## config.mk

```make
export PLATFORM = sky130hd
export DESIGN_NAME = fsmc_bus_master
export DESIGN_NICKNAME = d
export VERILOG_FILES = /design/src/rtl/fsmc_pkg.sv /design/src/rtl/fsmc_bus_master.sv
export SDC_FILE = /design/constraint.sdc
export NUM_CORES = 1
export LEC_CHECK = 0
export BUFFER_PORTS_ARGS = -buffer_cell sky130_fd_sc_hd__buf_2
export CELL_PAD_IN_SITES_DETAIL_PLACEMENT = 1
export CELL_PAD_IN_SITES_GLOBAL_PLACEMENT = 1
export CORE_MARGIN = 8
export CORE_UTILIZATION = 41
export DETAILED_ROUTE_END_ITERATION = 6
export HOLD_SLACK_MARGIN = 0.1
export PLACE_DENSITY = 0.88
export RECOVER_POWER = 100
export SYNTH_ARGS = -nofsm -noshare
export SYNTH_HDL_FRONTEND = slang
export SYNTH_SLANG_ARGS = --single-unit
export TNS_END_PERCENT = 30
```

## constraint.sdc

```tcl
create_clock -name clk -period 6.4 [get_ports clk]
set_input_delay 0.96 -clock clk [delete_from_list [all_inputs] [get_ports clk]]
set_output_delay 0.96 -clock clk [all_outputs]
set_load 0.03 [all_outputs]
```

## src/rtl/fsmc_pkg.sv

```systemverilog
// Shared FSMC definitions: bus-cycle state encoding, counter widths and default
// timing; also imported by the clocked_bus_slave benches.
package fsmc_pkg;

  typedef enum logic [1:0] {
    ST_IDLE   = 2'd0,
    ST_SETUP  = 2'd1,
    ST_STROBE = 2'd2,
    ST_HOLD   = 2'd3
  } fsmc_state_t;

  localparam int CNT_W  = 6;   // wide enough for DATAST up to 63
  localparam int IDLE_W = 5;   // wide enough for IDLE_MIN + turnaround (17)

  localparam int DEF_ADDSET   = 2;
  localparam int DEF_DATAST   = 8;
  localparam int DEF_HOLD     = 2;
  localparam int DEF_IDLE_MIN = 3;

  // Down-counter reload value for a phase lasting 'cycles' clocks.
  function automatic logic [CNT_W-1:0] phase_load(input int cycles);
    return CNT_W'(cycles - 1);
  endfunction

endpackage

```

## src/rtl/fsmc_bus_master.sv

```systemverilog
// FSMC-style asynchronous bus master: IDLE/SETUP/STROBE/HOLD with registered pins.
// Optional macro FSMC_MASTER_TURNAROUND_EN adds 2 idle cycles between a read and a following write.
module fsmc_bus_master
  import fsmc_pkg::*;
#(
  parameter int ADRW     = 8,
  parameter int DATW     = 16,
  parameter int ADDSET   = DEF_ADDSET,
  parameter int DATAST   = DEF_DATAST,
  parameter int HOLD     = DEF_HOLD,
  parameter int IDLE_MIN = DEF_IDLE_MIN
) (
  input  logic            clk,
  input  logic            nrst,
  input  logic            req_valid,
  output logic            req_ready,
  input  logic            req_we,
  input  logic [ADRW-1:0] req_adr,
  input  logic [DATW-1:0] req_wdata,
  output logic            rsp_valid,
  output logic [DATW-1:0] rsp_rdata,
  output logic            aNE,
  output logic            aNOE,
  output logic            aNWE,
  output logic [ADRW-1:0] aAn,
  output logic            io_output,
  output logic [DATW-1:0] io_data,
  input  logic [DATW-1:0] aDn
);

  localparam logic [CNT_W-1:0]  LOAD_SETUP  = phase_load(ADDSET);
  localparam logic [CNT_W-1:0]  LOAD_STROBE = phase_load(DATAST);
  localparam logic [CNT_W-1:0]  LOAD_HOLD   = phase_load(HOLD);
  localparam logic [IDLE_W-1:0] IDLE_REQ    = IDLE_W'(IDLE_MIN);

  fsmc_state_t       state, state_next;
  logic [CNT_W-1:0]  cnt, cnt_next;
  logic [IDLE_W-1:0] idle_cnt, idle_next;
  logic              we_r, we_next, accept, ready_r;
  logic              ne_d, noe_d, nwe_d, io_output_d, rsp_valid_d, ready_d, capture;

  assign accept = req_valid & req_ready;

  // State register
  always_ff @(posedge clk or negedge nrst) begin
    if (!nrst) begin
      state    <= ST_IDLE;
      cnt      <= '0;
      idle_cnt <= '0;
      we_r     <= 1'b0;
    end else begin
      // NOTE: sequential state uses non-blocking assignments so every register
      // samples pre-edge values regardless of statement order.
      state    <= state_next;
      cnt      <= cnt_next;
      idle_cnt <= idle_next;
      if (accept) we_r <= req_we;
    end
  end

  // Next-state and counter logic
  always_comb begin
    // NOTE: defaults first so no path through the case leaves a variable
    // unassigned, which would otherwise infer a latch.
    state_next = state;
    cnt_next   = cnt;
    unique case (state)
      ST_IDLE: if (accept) begin
        state_next = ST_SETUP;
        cnt_next   = LOAD_SETUP;
      end
      ST_SETUP: if (cnt == '0) begin
        state_next = ST_STROBE;
        cnt_next   = LOAD_STROBE;
      end else cnt_next = cnt - 1'b1;
      ST_STROBE: if (cnt == '0) begin
        state_next = ST_HOLD;
        cnt_next   = LOAD_HOLD;
      end else cnt_next = cnt - 1'b1;
      ST_HOLD: if (cnt == '0) begin
        state_next = ST_IDLE;
        cnt_next   = '0;
      end else cnt_next = cnt - 1'b1;
      default: state_next = ST_IDLE;
    endcase

    // idle_cnt = consecutive NE-high cycles including the current one
    if (state_next != ST_IDLE)  idle_next = '0;
    else if (idle_cnt == '1)    idle_next = idle_cnt;
    else                        idle_next = idle_cnt + 1'b1;
  end

  // Output logic: pin values are derived from the next state and registered,
  // so every pin changes exactly on the edge that changes the state.
  always_comb begin
    we_next     = accept ? req_we : we_r;
    ne_d        = (state_next == ST_IDLE);
    noe_d       = !((state_next == ST_STROBE) && !we_next);
    nwe_d       = !((state_next == ST_STROBE) && we_next);
    io_output_d = (state_next != ST_IDLE) && we_next;
    rsp_valid_d = (state == ST_STROBE) && (state_next == ST_HOLD);
    capture     = (state == ST_STROBE) && (cnt == '0) && !we_r;
    ready_d     = (state_next == ST_IDLE) && (idle_next >= IDLE_REQ);
  end

  always_ff @(posedge clk or negedge nrst) begin
    if (!nrst) begin
      aNE       <= 1'b1;
      aNOE      <= 1'b1;
      aNWE      <= 1'b1;
      io_output <= 1'b0;
      aAn       <= '0;
      io_data   <= '0;
      rsp_valid <= 1'b0;
      rsp_rdata <= '0;
      ready_r   <= 1'b0;
    end else begin
      aNE       <= ne_d;
      aNOE      <= noe_d;
      aNWE      <= nwe_d;
      io_output <= io_output_d;
      rsp_valid <= rsp_valid_d;
      ready_r   <= ready_d;
      if (capture) rsp_rdata <= aDn;
      if (accept) begin
        aAn     <= req_adr;
        io_data <= req_we ? req_wdata : '0;
      end else if (state_next == ST_IDLE) begin
        io_data <= '0;
      end
    end
  end

`ifdef FSMC_MASTER_TURNAROUND_EN
  localparam logic [IDLE_W-1:0] TA_REQ = IDLE_W'(IDLE_MIN + 2);
  logic last_rd, ta_block;

  // After a read, writes are held off until the pad has had two extra idle cycles.
  always_ff @(posedge clk or negedge nrst) begin
    if (!nrst) begin
      last_rd  <= 1'b0;
      ta_block <= 1'b0;
    end else begin
      if (rsp_valid_d) last_rd <= !we_r;
      ta_block <= (rsp_valid_d ? !we_r : last_rd) && (idle_next < TA_REQ);
    end
  end

  assign req_ready = ready_r & ~(ta_block & req_we);
`else
  assign req_ready = ready_r;
`endif

endmodule

```

# After elaboration in Yosys (flattened, before gate mapping)
# Index checks and enable logic that the tools add are counted.
# Widths: inputs -> output; s select.
# totals
word_cells	56
input_bits	44
output_inout_bits	46
register_bits	60
# classes
eq_ne	7
addsub	2
order_cmp	1
muxes	16
reduce_logical	16
bitwise_logic	1
# ops
op	count
$mux 16	3
$mux 6	4
$pmux 6 s4	1
$mux 5	2
$eq 2x2->1 const B	4
$mux 2	4
$pmux 2 s4	1
$logic_and 1x1->1	7
$logic_not 6->1	1
$sub 6x1->6 const B	1
$add 5x1->5 const B	1
$eq 5x5->1 const B	1
$ge 5x2->1 const B	1
$logic_not 1->1	4
$logic_not 2->1	2
$reduce_bool 2->1	2
$eq 2x1->1 const B	1
$ne 2x2->1 const B	1
$and 1x1->1	1
$mux 1	1

# Depth between registers and ports, before layout
# Gate-level depths: netlist of the first run.
# logic_depth
ltp_word	7
ltp_mapped	6
depth_no_buf	5

# Worst setup path after synthesis of the first run
# OpenSTA, ideal clock, no wires.
# synth_path
path_kind	flip-flop to flip-flop
from	reg cnt[0]
to	reg rsp_rdata[0]
period_less_slack_ns	2.209
setup_time_ns	0.125
setup_slack_ns	4.191
n_path_buf	1
arrival_ns	2.084
path_stages_with_launch	7
required_ns	6.275
path_cell_list	dfrtp_1 inv_1 ha_1 or4b_4 nor4_4 buf_6 mux2_2
# synth_between
elab_chain_len	3
# synth_rtl
item	line	rtl
start, declared	fsmc_bus_master.sv:37	logic [CNT_W-1:0] cnt, cnt_next;
start signal, assigned	fsmc_bus_master.sv:55	cnt <= cnt_next;
$logic_not 6->1	fsmc_bus_master.sv:102	capture = (state == ST_STROBE) && (cnt == '0) && !we_r;
$logic_and 1x1->1 (2 in a row)	fsmc_bus_master.sv:102	
end signal, assigned	fsmc_bus_master.sv:124	if (capture) rsp_rdata <= aDn;
end, declared	fsmc_bus_master.sv:21	output logic [DATW-1:0] rsp_rdata,
# No other way between the ends.
# A chain may end at the register's enable or synchronous reset.

# Final worst setup path of the first run
# layout_path
from	reg cnt[0]
to	reg rsp_rdata[5]
# The elaborated chain is that of the path after synthesis.

==> qor.yml, run 1 <==
syn-cell-area_sq_mm: 0.002502
synth-async-reset-ratio: 1.000
slew_violations: 78
synth_most_common_cell: "dfrtp_1"
crit_arrival_ps: 4330
die_width_microns: 94.13
synth_cells: 190
drtAntennaViolNets: 0
grt_pass1_vias: 2095
pwr-share-clk: 0.242
antenna_found_initial: 0
violations: "max-capacitance violations, max-slew violations"
yosysWarningCount: 0
clk_latency_ps: 330
p_sw_uw: 627.4
syn-mean-instance-area_sq_um: 13.17
cts_root_buffer: "clkbuf_8"
core.rowCount: 28
yosys.area.top_type: "dfrtp_1"
drv_cap: 2
num_io_pins: 90
cp_max_fo: 16
hold_slack_ps: 499.6
period_needed_ps: 4114
slew_headroom: -1.126
seq_area_frac_synth: 0.6015
track_usage: 0.1534
crit_start: "cnt[0]$_DFFE_PN0P_"
fin_util: 0.5294
dr.pass1.iters: 4
overflow: 0
num_vias: 1877
drt_iter0_drc: 67
dp_hpwl_mm: 5.009
reg2reg_slack_ps: 2290
io_buffers: 89
die_h_microns: 94.13
crit_type: "reg -> reg"
status: "complete, but fails checks"
powerDensity_mw_per_mm2: 495.7
seqPwrFrac: 0.388
ctsResizeCount: 0
synth-edff-count: 0
grt_max_degree: 61
place_congestion: 0.7952
start_util: 0.4227
crit_chain: "inv_1 > ha_1 > or4b_1 > nor4_1 > mux2_2"
htreeDepth: 3
critPathRequiredTime_ps: 6610
end_kind: "flip-flop"
drive_gt1_frac: 0.2847
yosysTopAreaCellShare: 0.5700
slowest_stage: "nor4_1"
grt_first_pass_wirelength_mm: 10.50
vias_per_cell: 5.171
vdd.ir_drop.worst_uv: 250.1
tightest_slew_ps: 3188
area_growth_syn_to_layout_pct: 25.25
clockBufferDepth: 2
clk_pin_slew_worst_paths_ps: 70
tns_ps: 0
hold_class: "reg -> reg"
synth_area_leaders: "dfrtp_1, mux2_2, a22o_1"
ys.flop_type: "dfrtp_1"
numCtsBuffers: 9
hold_buffers: 0
cts_setup_buffers: 0
synthDistinctLibCells: 43
rsz0062_at_grt: "no"
critPathLaunchType: "flip-flop"
synthesis.nets: 236
drc: 0
finalCritPeriodShare: 0.6428
cts_sinks: 60
fin_nets: 329
floorplan.die_area_sq_mm: 0.008860
critPathBufInv: 1
hp-start: "rsp_rdata[4]$_DFFE_PN0P_"
wl_mm: 6.722
finalSetupViolations: 0
r2r-start: "cnt[0]$_DFFE_PN0P_"
swShare: 0.4038
p_int_uw: 926.3
total_leakage_power_nw: 1.476
slowest_delay_ps: 2220
synth_seq_cells: 60
core_sq_mm: 0.005921
clock_skew_ps: 8.206
hold_viol: 0
fmax_mhz: 243.1
antenna_cells: 0
critPathTopFamily: "simple AND/OR/NAND/NOR gates"
avgRoutedWirePerCell_microns: 18.52
cts_tree: "yes"
netlist_top_cells_count: "dfrtp_1, mux2_2, a22o_1"
p_comb_frac: 0.370
==> worst paths after layout <==
kind                                            end  depth (start not counted)
setup / recovery           rsp_rdata[5]$_DFFE_PN0P_                          5
setup reg to reg           rsp_rdata[5]$_DFFE_PN0P_                          5
max in group asynchronous        cnt[2]$_DFFE_PN0P_                          2
min in group asynchronous        cnt[3]$_DFFE_PN0P_                          2
hold reg to reg            rsp_rdata[4]$_DFFE_PN0P_                          1
hold / removal             rsp_rdata[4]$_DFFE_PN0P_                          1
==> area by class of cell <==
| type | count | area [sq um] |
|---|---|---|
| clock inverter | 4 | 72.57 |
| multi-input combinational | 116 | 904.6 |
| clock buffer | 12 | 145.1 |
| sequential | 60 | 1505 |
| tap | 75 | 93.84 |
| timing repair buffer | 91 | 394.1 |
| fill | 679 | 2786 |
| inverter | 5 | 18.77 |
==> layout by cell type (no fill, tap or decap), types with 2 or more instances in the layout <==
master	netlist	final
dfrtp_1	57	57
clkbuf_1	7	51
buf_2	0	42
mux2_2	23	20
a22o_1	17	17
clkbuf_8	0	10
nor2_1	8	8
o21ai_0	7	7
a21oi_1	7	7
nand2_1	5	5
inv_1	4	4
a31oi_1	4	4
mux2_1	1	4
and3_1	3	3
and2_1	3	3
dfstp_2	3	3
nor4b_1	1	2
a211oi_1	2	2
nand4_1	2	2
or2_2	2	2
a21o_1	2	2
nand2b_1	2	2
a211o_1	2	2
o211ai_1	2	2
nor3b_1	2	2
a32o_1	2	2
nor2b_1	2	2
ha_1	2	2
bufinv_16	0	2
==> power groups by stage <==
stage / Combinational, mW / Sequential, mW / Clock [mW]
detailed placement: 0.619 / 0.610 / 0
floorplan: 0.296 / 0.737 / 0
global placement: 0.598 / 0.598 / 0
CTS: 0.620 / 0.603 / 0.386
finish: 0.575 / 0.603 / 0.376
global route: 0.625 / 0.618 / 0.400
==> registers in the layout (all words and copies together) (netlist names) <==
signal     count
state          2
aNWE           1
aNOE           1
idle_cnt       5
aNE            1
io_output      1
req_ready      1
aAn            8
cnt            6
io_data       16
rsp_rdata     16
rsp_valid      1
we_r           1
==> worst reg2reg max path, delay by kind of cell (launching register included) <==
family	cells	cell delay, ps
simple gates	2	2770
buf+inv	1	90
mux	1	480
flops	1	400
fa+ha+maj	1	260
==> per-stage QoR <==
stage	setup slack, ps	power [mW]	instance area, sq um	cells
after floorplan	4191	1.033	2502	190
after global placement	3835	1.195	3008	347
after detailed placement	3727	1.228	3008	347
after CTS	3727	1.608	3226	363
after global routing	1955	1.644	3134	363
final	2286	1.554	3134	363
==> cells by family (layout without fill, tap and decap cells) <==
kind of cell,after synthesis,in the layout,synth area share
AO/OA/AOI/OAI,52,52,0.1545
adder cells (fa/ha/maj),2,2,0.009998
multiplexers,25,25,0.1120
flip-flops,60,60,0.6015
buffers and inverters,14,112,0.02700
XOR/XNOR,2,2,0.007001
AND/OR/NAND/NOR,35,35,0.08799
==> routing by layer <==
layer / wire length (microns) / GRT usage
met5: 0 / 0
met3: 573 / 0.05995
met2: 3260 / 0.2433
met1: 2800 / 0.1788
met4: 88 / 0.07001
(Power assumes the default switching activity.)
==> inputs of run 2 (changes only) <==
- CORE_UTILIZATION: 41 -> 38
- PLACE_DENSITY: 0.88 -> 0.83
- clock period: 6.4 -> 4.2 ns (I/O delays scaled with it)
==> run 2 against run 1 <==
  * The flow still finishes with violations (max-capacitance violations, max-slew violations)
  * Via count increased by 3.3%
  * Count of clock-buffer cells in the layout unchanged
  * Highest routed layer unchanged
  * Utilization decreased by 3.4 points
  * Largest power group unchanged
  * Sequential cell count unchanged
==> qor.yml, run 2 (same netlist as run 1, synthesis figures left out) <==
status: "complete, but fails checks"
violations: "max-capacitance violations, max-slew violations"
reg2reg_slack_ps: 960  # -1330 ps
powerDensity_mw_per_mm2: 750.6  # +51%
rsz0062_at_grt: "no"
critPathLaunchType: "flip-flop"
drc: 0  # unchanged
drtAntennaViolNets: 0  # unchanged
start_util: 0.3941  # -0.02857
hold_class: "reg -> reg"
cp_max_fo: 16  # unchanged
antenna_found_initial: 0  # unchanged
core.rowCount: 29  # +3.6%
die_width_microns: 97.15  # +3.2%
final_cell_mix: "dfrtp_1, clkbuf_1, buf_2"
die_h_microns: 97.15  # +3.2%
slowest_delay_ps: 1370  # -850 ps
period_needed_ps: 3242  # -872.0 ps
dp_hpwl_mm: 4.819  # -3.8%
ctsResizeCount: 0  # unchanged
num_io_pins: 90  # unchanged
final_common_cell: "dfrtp_1"
grt_first_pass_wirelength_mm: 11.01  # +4.8%
crit_type: "reg -> reg"
wl_mm: 6.522  # -3.0%
fin_nets: 329  # unchanged
vias_per_cell: 5.312  # +2.7%
fmax_mhz: 308.5  # +27%
avgRoutedWirePerCell_microns: 17.87  # -3.5%
place_congestion: 0.8349  # +5.0%
cts_setup_buffers: 0  # unchanged
critPathRequiredTime_ps: 4410  # -2200 ps
core_sq_mm: 0.006350  # +7.2%
vdd.ir_drop.worst_uv: 401.3  # +60%
p_total_mw: 2.362  # +52%
numCtsBuffers: 9  # unchanged
drive_gt1_frac: 0.3021  # +0.01736
track_usage: 0.1421  # -0.01124
drv_cap: 1  # -1
clk_latency_ps: 330  # about the same
finalCritPeriodShare: 0.7718  # +0.1291
tightest_slew_ps: 1702  # -1486 ps
reg_top3: "io_data (16), rsp_rdata (16), aAn (8)"
io_buffers: 89  # unchanged
overflow: 0  # unchanged
hold_viol: 0  # unchanged
num_vias: 1939  # +3.3%
grt_pass1_vias: 2230  # +6.4%
drt_iter0_drc: 94  # +40%
antenna_cells: 0  # unchanged
crit_chain: "inv_1 > ha_1 > or4b_1 > nor4_2 > mux2_2"
finalSetupViolations: 0  # unchanged
clock_skew_ps: 8.322  # +0.1160 ps
cts_tree: "yes"
htreeDepth: 3  # unchanged
slowest_stage: "nor4_2"
total_leakage_power_nw: 1.477  # about the same
tns_ps: 0  # unchanged
floorplan.die_area_sq_mm: 0.009438  # +6.5%
end_kind: "flip-flop"
grt_max_degree: 39  # -36%
cts_root_buffer: "clkbuf_8"
dr.pass1.iters: 4  # unchanged
hold_buffers: 0  # unchanged
clockBufferDepth: 2  # unchanged
area_growth_syn_to_layout_pct: 25.75
slew_headroom: -0.1440  # +0.9815
slew_violations: 17  # -78%
crit_arrival_ps: 3450  # -880 ps
cts_sinks: 60  # unchanged
clk_pin_slew_worst_paths_ps: 70  # about the same
run 2: changes by cell type in the layout (fill, tap and decap cells not counted), sizes merged:
cell | previous run | this run
clkbuf | 61 | 60
buf | 42 | 43
run 2: routing by layer:
metal | GRT usage | routed length (microns)
met3 | 0.07183 | 633
met1 | 0.1542 | 2643
met5 | 0 | 0
met2 | 0.2281 | 3112
met4 | 0.06154 | 133
run 2: path summary, 6_finish.rpt:
kind | to | cells after the start | startpoint
max | rsp_rdata[12]$_DFFE_PN0P_ | 5 | cnt[0]$_DFFE_PN0P_
min | rsp_rdata[4]$_DFFE_PN0P_ | 1 | rsp_rdata[4]$_DFFE_PN0P_
max reg2reg | rsp_rdata[12]$_DFFE_PN0P_ | 5 | cnt[0]$_DFFE_PN0P_
min reg2reg | rsp_rdata[4]$_DFFE_PN0P_ | 1 | rsp_rdata[4]$_DFFE_PN0P_
max in group asynchronous | aNOE$_DFF_PN1_ | 2 | nrst
min in group asynchronous | idle_cnt[2]$_DFF_PN0_ | 1 | nrst
run 2: power breakdown:
part	switching [mW]	internal [mW]
clock network	0.217	0.350
logic	0.576	0.304
registers	0.155	0.760
run 2: final cells by class:
cell class                      instances  area [sq um]
Clock buffer                           12         145.1
Clock inverter                          4         72.57
Fill cell                             732          3203
Inverter                                5         18.77
Multi-Input combinational cell        116         910.9
Sequential cell                        60          1505
Tap cell                               77         96.34
Timing Repair Buffer                   91         397.9
run 2: critical path, delay by kind of cell (launching register included):
family | cells | cell delay [ps]
flops | 1 | 400
buf+inv | 1 | 100
simple gates | 2 | 1910
fa+ha+maj | 1 | 260
mux | 1 | 440
run 2: metrics by stage:
stage	utilization	instances	hold slack (ps)	cell area (sq um)	worst slack [ps]
4_1_cts	0.5084	365	273.7	3228	1469
3_5_place_dp	0.4741	349	478.1	3010	1505
5_1_grt	0.4956	365	507.4	3147	753.9
6_report	0.4956	365	492.3	3147	958.4
3_3_place_gp	0.4741	349	464.4	3010	1615
2_1_floorplan	-	190	334.4	2502	1991
